--- src/rtl/digit_sequencer.sv ---
// Two-requester round-robin binary-to-radix converter: one digit per cycle via repeated divide.
// Latency: gnt to done is DIGITS+2 cycles; back-to-back period DIGITS+3 cycles.
// Backpressure: req is a held level, honoured only in IDLE; results hold until the next conversion.
module digit_sequencer #(
  parameter int W_IN   = 10,
  parameter int DIGITS = 4,
  parameter int BASE   = 10
) (
  input  logic                  clk,
  input  logic                  nrst,
  input  logic [1:0]            req,
  input  logic [W_IN-1:0]       val0,
  input  logic [W_IN-1:0]       val1,
  output logic [1:0]            gnt,
  output logic                  busy,
  output logic                  done,
  output logic                  done_id,
  output logic [4*DIGITS-1:0]   digits,
  output logic                  ovf
);

  localparam int              CW     = (DIGITS > 1) ? $clog2(DIGITS) : 1;
  localparam logic [CW-1:0]   K_LAST = CW'(DIGITS - 1);
  localparam logic [W_IN-1:0] RADIX  = W_IN'(BASE);

  typedef enum logic [1:0] {IDLE, LOAD, DIVIDE, DONE} state_t;

  state_t              state, state_nxt;
  logic [W_IN-1:0]     work;
  logic [4*DIGITS-1:0] staging;
  logic [CW-1:0]       k;
  logic                rr_pref;
  logic                owner;
  logic                win_vld;
  logic                win_id;
  logic [W_IN-1:0]     quot;
  logic [3:0]          rem_nib;

  assign quot    = work / RADIX;
  assign rem_nib = 4'(work % RADIX);
  assign busy    = (state == LOAD) || (state == DIVIDE);

  // A lone requester wins outright; the pointer only breaks ties.
  always_comb begin
    win_vld = |req;
    win_id  = 1'b0;
    case (req)
      2'b10:   win_id = 1'b1;
      2'b11:   win_id = rr_pref;
      default: win_id = 1'b0;
    endcase
  end

  always_comb begin
    state_nxt = state;
    case (state)
      IDLE:    if (win_vld) state_nxt = LOAD;
      LOAD:    state_nxt = DIVIDE;
      DIVIDE:  if (k == K_LAST) state_nxt = DONE;
      DONE:    state_nxt = IDLE;
      default: state_nxt = IDLE;
    endcase
  end

  always_ff @(posedge clk or negedge nrst) begin
    if (!nrst) state <= IDLE;
    else       state <= state_nxt;
  end

  always_ff @(posedge clk or negedge nrst) begin
    if (!nrst) begin
      gnt     <= '0;
      done    <= 1'b0;
      done_id <= 1'b0;
      digits  <= '0;
      ovf     <= 1'b0;
      work    <= '0;
      staging <= '0;
      k       <= '0;
      rr_pref <= 1'b0;
      owner   <= 1'b0;
    end else begin
      gnt  <= '0;
      done <= 1'b0;
      case (state)
        IDLE: begin
          if (win_vld) begin
            gnt     <= win_id ? 2'b10 : 2'b01;
            owner   <= win_id;
            rr_pref <= ~win_id;
            work    <= win_id ? val1 : val0;
          end
        end
        LOAD: begin
          k       <= '0;
          staging <= '0;
        end
        DIVIDE: begin
          for (int i = 0; i < DIGITS; i++) begin
            if (k == CW'(i)) staging[i*4 +: 4] <= rem_nib;
          end
          work <= quot;
          k    <= k + CW'(1);
        end
        DONE: begin
          // Any residue left in work means the operand needed more digits.
          digits  <= staging;
          ovf     <= |work;
          done_id <= owner;
          done    <= 1'b1;
        end
        default: ;
      endcase
    end
  end

endmodule

--- config.mk ---
export PLATFORM = sky130hd
export DESIGN_NAME = digit_sequencer
export DESIGN_NICKNAME = d
export VERILOG_FILES = /design/src/rtl/digit_sequencer.sv
export SDC_FILE = /design/constraint.sdc
export NUM_CORES = 1
export LEC_CHECK = 0
export BUFFER_PORTS_ARGS = -buffer_cell sky130_fd_sc_hd__buf_2
export CORE_MARGIN = 8
export CORE_UTILIZATION = 40
export CTS_BUF_LIST = sky130_fd_sc_hd__clkbuf_16
export DETAILED_ROUTE_END_ITERATION = 6
export SLEW_MARGIN = 15
export SYNTH_ARGS = -nofsm -noshare
export SYNTH_HDL_FRONTEND = slang
export SYNTH_SLANG_ARGS = --single-unit
--- constraint.sdc ---
create_clock -name clk -period 3.4 [get_ports clk]
set_clock_uncertainty 0.1 [all_clocks]
set_input_delay 0.68 -clock clk [delete_from_list [all_inputs] [get_ports clk]]
set_output_delay 0.68 -clock clk [all_outputs]
set_load 0.02 [all_outputs]
# After elaboration in Yosys (flattened, before gate mapping)
# Index checks and enable logic that the tools add are counted.
[totals]
reg_bits = 53
input_bits = 24
output_inout_bits = 22
wordCells = 62
[classes]
addsub = 1
div = 2
eq_ne = 13
mux = 17
bitwise = 1
reduce_logical = 14
[op_table]
columns = ["op", "n"]
rows = [
  ["$pmux W16 S2", 1],
  ["$mux W10", 2],
  ["$pmux W10 S2", 1],
  ["$mux W4", 4],
  ["$reduce_and A2 Y1", 7],
  ["$eq A2 B2 Y1 const B", 6],
  ["$div A10 B4 Y10 const B", 1],
  ["$mod A10 B4 Y10 const B", 1],
  ["$mux W2", 5],
  ["$reduce_or A10 Y1", 1],
  ["$ne A2 B1 Y1 const B", 4],
  ["$pmux W2 S4", 1],
  ["$eq A2 B1 Y1 const B", 2],
  ["$logic_not A2 Y1", 2],
  ["$pmux W2 S2", 1],
  ["$reduce_bool A2 Y1", 2],
  ["$add A2 B1 Y2 const B", 1],
  ["$ne A2 B2 Y1 const B", 1],
  ["$pmux W1 S2", 1],
  ["$reduce_or A2 Y1", 1],
  ["$logic_or A1 B1 Y1", 1],
  ["$mux W1", 1],
  ["$not A1 Y1", 1],
]

# Depth between registers and ports, before layout
[depth]
depth_word = 5
mapped_depth = 13
mapped_depth_nobuf = 11

# Least setup slack after synthesis
# No wires, ideal clock.
[synth_timing]
path_kind = "reg-to-reg"
startpoint = "register work[8]"
endpoint = "register staging[10]"
setup_ns = 0.074
t_arrival_ns = 2.636
t_required_ns = 3.226
slack_ns = 0.590
stages_incl_launch_ff = 13
path_buffers = 2
synth_period_minus_slack_ns = 2.810
path_cell_list = "dfrtp_1 -> buf_4 -> and2b_4 -> nor4b_4 -> a211oi_4 -> and2_1 -> buf_6 -> o211ai_1 -> a22oi_2 -> xnor2_1 -> ha_1 -> mux2_4 -> o21ai_2"
[synth_between]
elab_chain_len = 3
[synth_lines]
columns = ["element", "line", "source"]
rows = [
  ["start, declared", "29", "logic [W_IN-1:0] work;"],
  ["start signal, assigned", "91", "work <= win_id ? val1 : val0;"],
  ["start signal, assigned", "102", "work <= quot;"],
  ["$mod A10 B4 Y10", "40", "assign rem_nib = 4'(work % RADIX);"],
  ["$mux W4", "100", "if (k == CW'(i)) staging[i*4 +: 4] <= rem_nib;"],
  ["$pmux W16 S2", "85", "case (state)"],
  ["end signal, assigned by index", "100", ""],
  ["end, declared", "30", "logic [4*DIGITS-1:0] staging;"],
]
# Every way passes these cells. The select of a mux whose other input is x is not followed.
# A chain may end at the register's enable or synchronous reset.

# Worst setup path after layout
[layout_timing]
startpoint = "register work[8]"
endpoint = "register staging[15]"
# The elaborated chain is that of the path after synthesis.

==> impl_metrics.ini <==
[run_status]
status = completed

[critical_path]
worstSetupPathType = register to register
end_kind = register
critPathBufInv = 0
cpPeakStageDelay_ps = 460
cp_data_required_time_ps = 3460
arrival_ps = 3220
critical_path.top_delay_family = compound AO/OA/AOI/OAI gates
crit_path_max_fanout = 9
crit_path_start = work[8]
crit_path_start_kind = register
worstPathCellList = and2b_1 -> nor4b_4 -> a211oi_4 -> nand2_1 -> a211oi_2 -> a22oi_2 -> xnor2_1 -> ha_1 -> nor2b_1 -> a2bb2oi_2 -> o21ai_1
cpMaxStageDelayCell = dfrtp_1
reg2reg_from = work[8]

[finish]
layoutNonFillerInstCount = 476
finalInstanceArea_mm2 = 0.003742
diodes = 0
final_cell_mix = dfrtp_1 (52), buf_2 (45), o21ai_0 (32)
final_common_cell = dfrtp_1
drive_gt1_share_pct = 29.38
nNetsFinal = 403
syn2layout_area_growth_pct = 13.94
fillCellCount = 821

[grt]
grt_pass1_wl_mm = 12.70
grt_usage_pct = 13.37
grt_max_degree = 31
antenna_found_initial = 0
gr-total-overflow = 0
first_global_vias = 2662

[timing]
period_needed_ps = 3154
slew_viol_final = 0
tightest_slew_ps = 900.6
setup_viol = 0
rsz0062_at_grt = no
post-route-period-util_pct = 92.78
fin_setup_tns_ps = 0
fmax_mhz = 317.0
hold_viol_final = 0
max_slew_margin_pct = 39.96

[cts]
root_buffer = clkbuf_16
htree_levels = 2
postCtsSetupBuffers = 0
cts_buffers = 5
clk_pin_slew_ps = 70
cts_tree = built
cts_buffer_depth = 2
cts_sinks = 53
clk_latency_ps = 290

[power_and_ir_drop]
power_leakage_nw = 1.675
design_power_total_mw = 4.241
p_seq_share_pct = 25.5
p_switching_mw = 2.017
p_clk_share_pct = 12.0
vdd_drop_max_mv = 0.5182
swShare_pct = 47.56
power.internal_mw = 2.224
power_density_mw_per_mm2 = 1133
comb_power_share_pct = 62.5

[place]
dp.cells = 468
port-buffer-count = 45
dp_hpwl_mm = 5.552
place_area_mm2 = 0.003588
gp_congestion = 0.8453

[route]
dr.pass1.iters = 4
num_vias = 2623
routedWlPerCell_um = 15.28
via_per_inst = 5.511
drtAntennaViolNets = 0
wl_mm = 7.274
drt_iter0_markers = 113
remaining_drc_errors = 0

[yosys]
synth-seq-cells = 53
synth_area_mm2 = 0.003284
ys_top_cells_by_area = dfrtp_1 (40%), mux2_2 (7.5%), o21ai_0 (5.0%)
synth_cells = 330
yosys.area.top_type_share_pct = 40.38
syn-num-nets = 363
yosysWarnings = 0
synth_flop_cell = dfrtp_1
synth-edff-count = 0
syn_area_per_cell_um2 = 9.953
synth.distinct_cells = 71
async_flop_share_pct = 100.0
synth-seq-area-share_pct = 40.38
yosys.area.top_type = dfrtp_1

[die]
rows = 33
die_w_um = 106.6
die-area_mm2 = 0.01137
start_util_pct = 40.58
die_y_um = 106.6
core_mm2 = 0.008093
pin_count = 46

[job]
maxCapViolations = 0

[hold_path]
hp-class = primary input to asynchronous set/reset pin
[metal layers]
layer  vias up  global-route usage [%]  wire length (um)
met5         -                       0                 0
met4         0                   5.025               129
li1       1292                       -                 -
met2        53                   22.07              3447
met1      1265                   17.43              3485
met3        13                   1.800               212
[stage by stage]
step	worst slack, ps	hold slack [ps]	utilization [%]
final	245.6	319.9	46.24
after global placement	269.1	383.5	44.34
after detailed placement	158.2	384.3	44.34
after floorplan	590.1	284.4	-
after global routing	24.77	380.4	46.24
after CTS	146.3	342.5	46.21
[synthesized netlist by cell type, drive strengths merged, types with 6 or more instances]
cell type and n:
a211oi 6, a21oi 10, buf 10, clkbuf 10, dfrtp 53, ha 9, inv 13, mux2 23
mux2i 11, nand2 32, nand3 10, nor2 22, o21ai 46, xnor2 8
[final cells by class]
| class | instances | area (um2) | area share (%) |
|---|---|---|---|
| multi-input combinational | 244 | 1798 | 48.04 |
| timing repair buffer | 53 | 285.3 | 7.623 |
| clock buffer | 5 | 125.1 | 3.343 |
| tap | 105 | 131.4 | 3.511 |
| inverter | 13 | 48.80 | 1.304 |
| clock inverter | 3 | 26.28 | 0.7021 |
| sequential | 53 | 1328 | 35.47 |
[sequential cells by signal, summed over array words and instances (netlist names)]
register  flops
digits       16
done          1
done_id       1
gnt           2
k             2
ovf           1
owner         1
rr_pref       1
staging      16
state         2
work         10
[final timing paths]
kind / end / slack, ps / cells after the start
hold / removal: gnt[1] / 320 / 1
min in group clk: owner / 400 / 2
setup / recovery: staging[15] / 250 / 11
max in group asynchronous: staging[15] / 2110 / 2
setup reg to reg: staging[15] / 250 / 11
hold reg to reg: owner / 400 / 2
[power groups by stage]
stage          sequential (mW)  clock [mW]  combinational (mW)
6_report                  1.08       0.510                2.65
5_1_grt                   1.13       0.548                2.92
4_1_cts                   1.08       0.531                2.66
3_5_place_dp              1.09           0                2.66
3_3_place_gp              1.09           0                2.61
2_1_floorplan             1.08           0                2.12
[cells by family (layout without fill, tap and decap cells)]
| group | Yosys count | after routing | share of synthesized area, % |
|---|---|---|---|
| flip-flops | 53 | 53 | 40.38 |
| AND/OR/NAND/NOR | 87 | 87 | 13.49 |
| adder cells (fa/ha/maj) | 11 | 11 | 4.076 |
| AO/OA/AOI/OAI | 102 | 102 | 23.12 |
| buffers and inverters | 33 | 74 | 4.914 |
| multiplexers | 34 | 34 | 11.35 |
| XOR/XNOR | 10 | 10 | 2.667 |
[repair_timing]
action                     in CTS  in global routing
resized for setup               0                  2
hold buffers                    0                  0
setup endpoints to repair       0                  8
hold endpoints to repair        0                  0
Power figures use the tool's default switching activity.
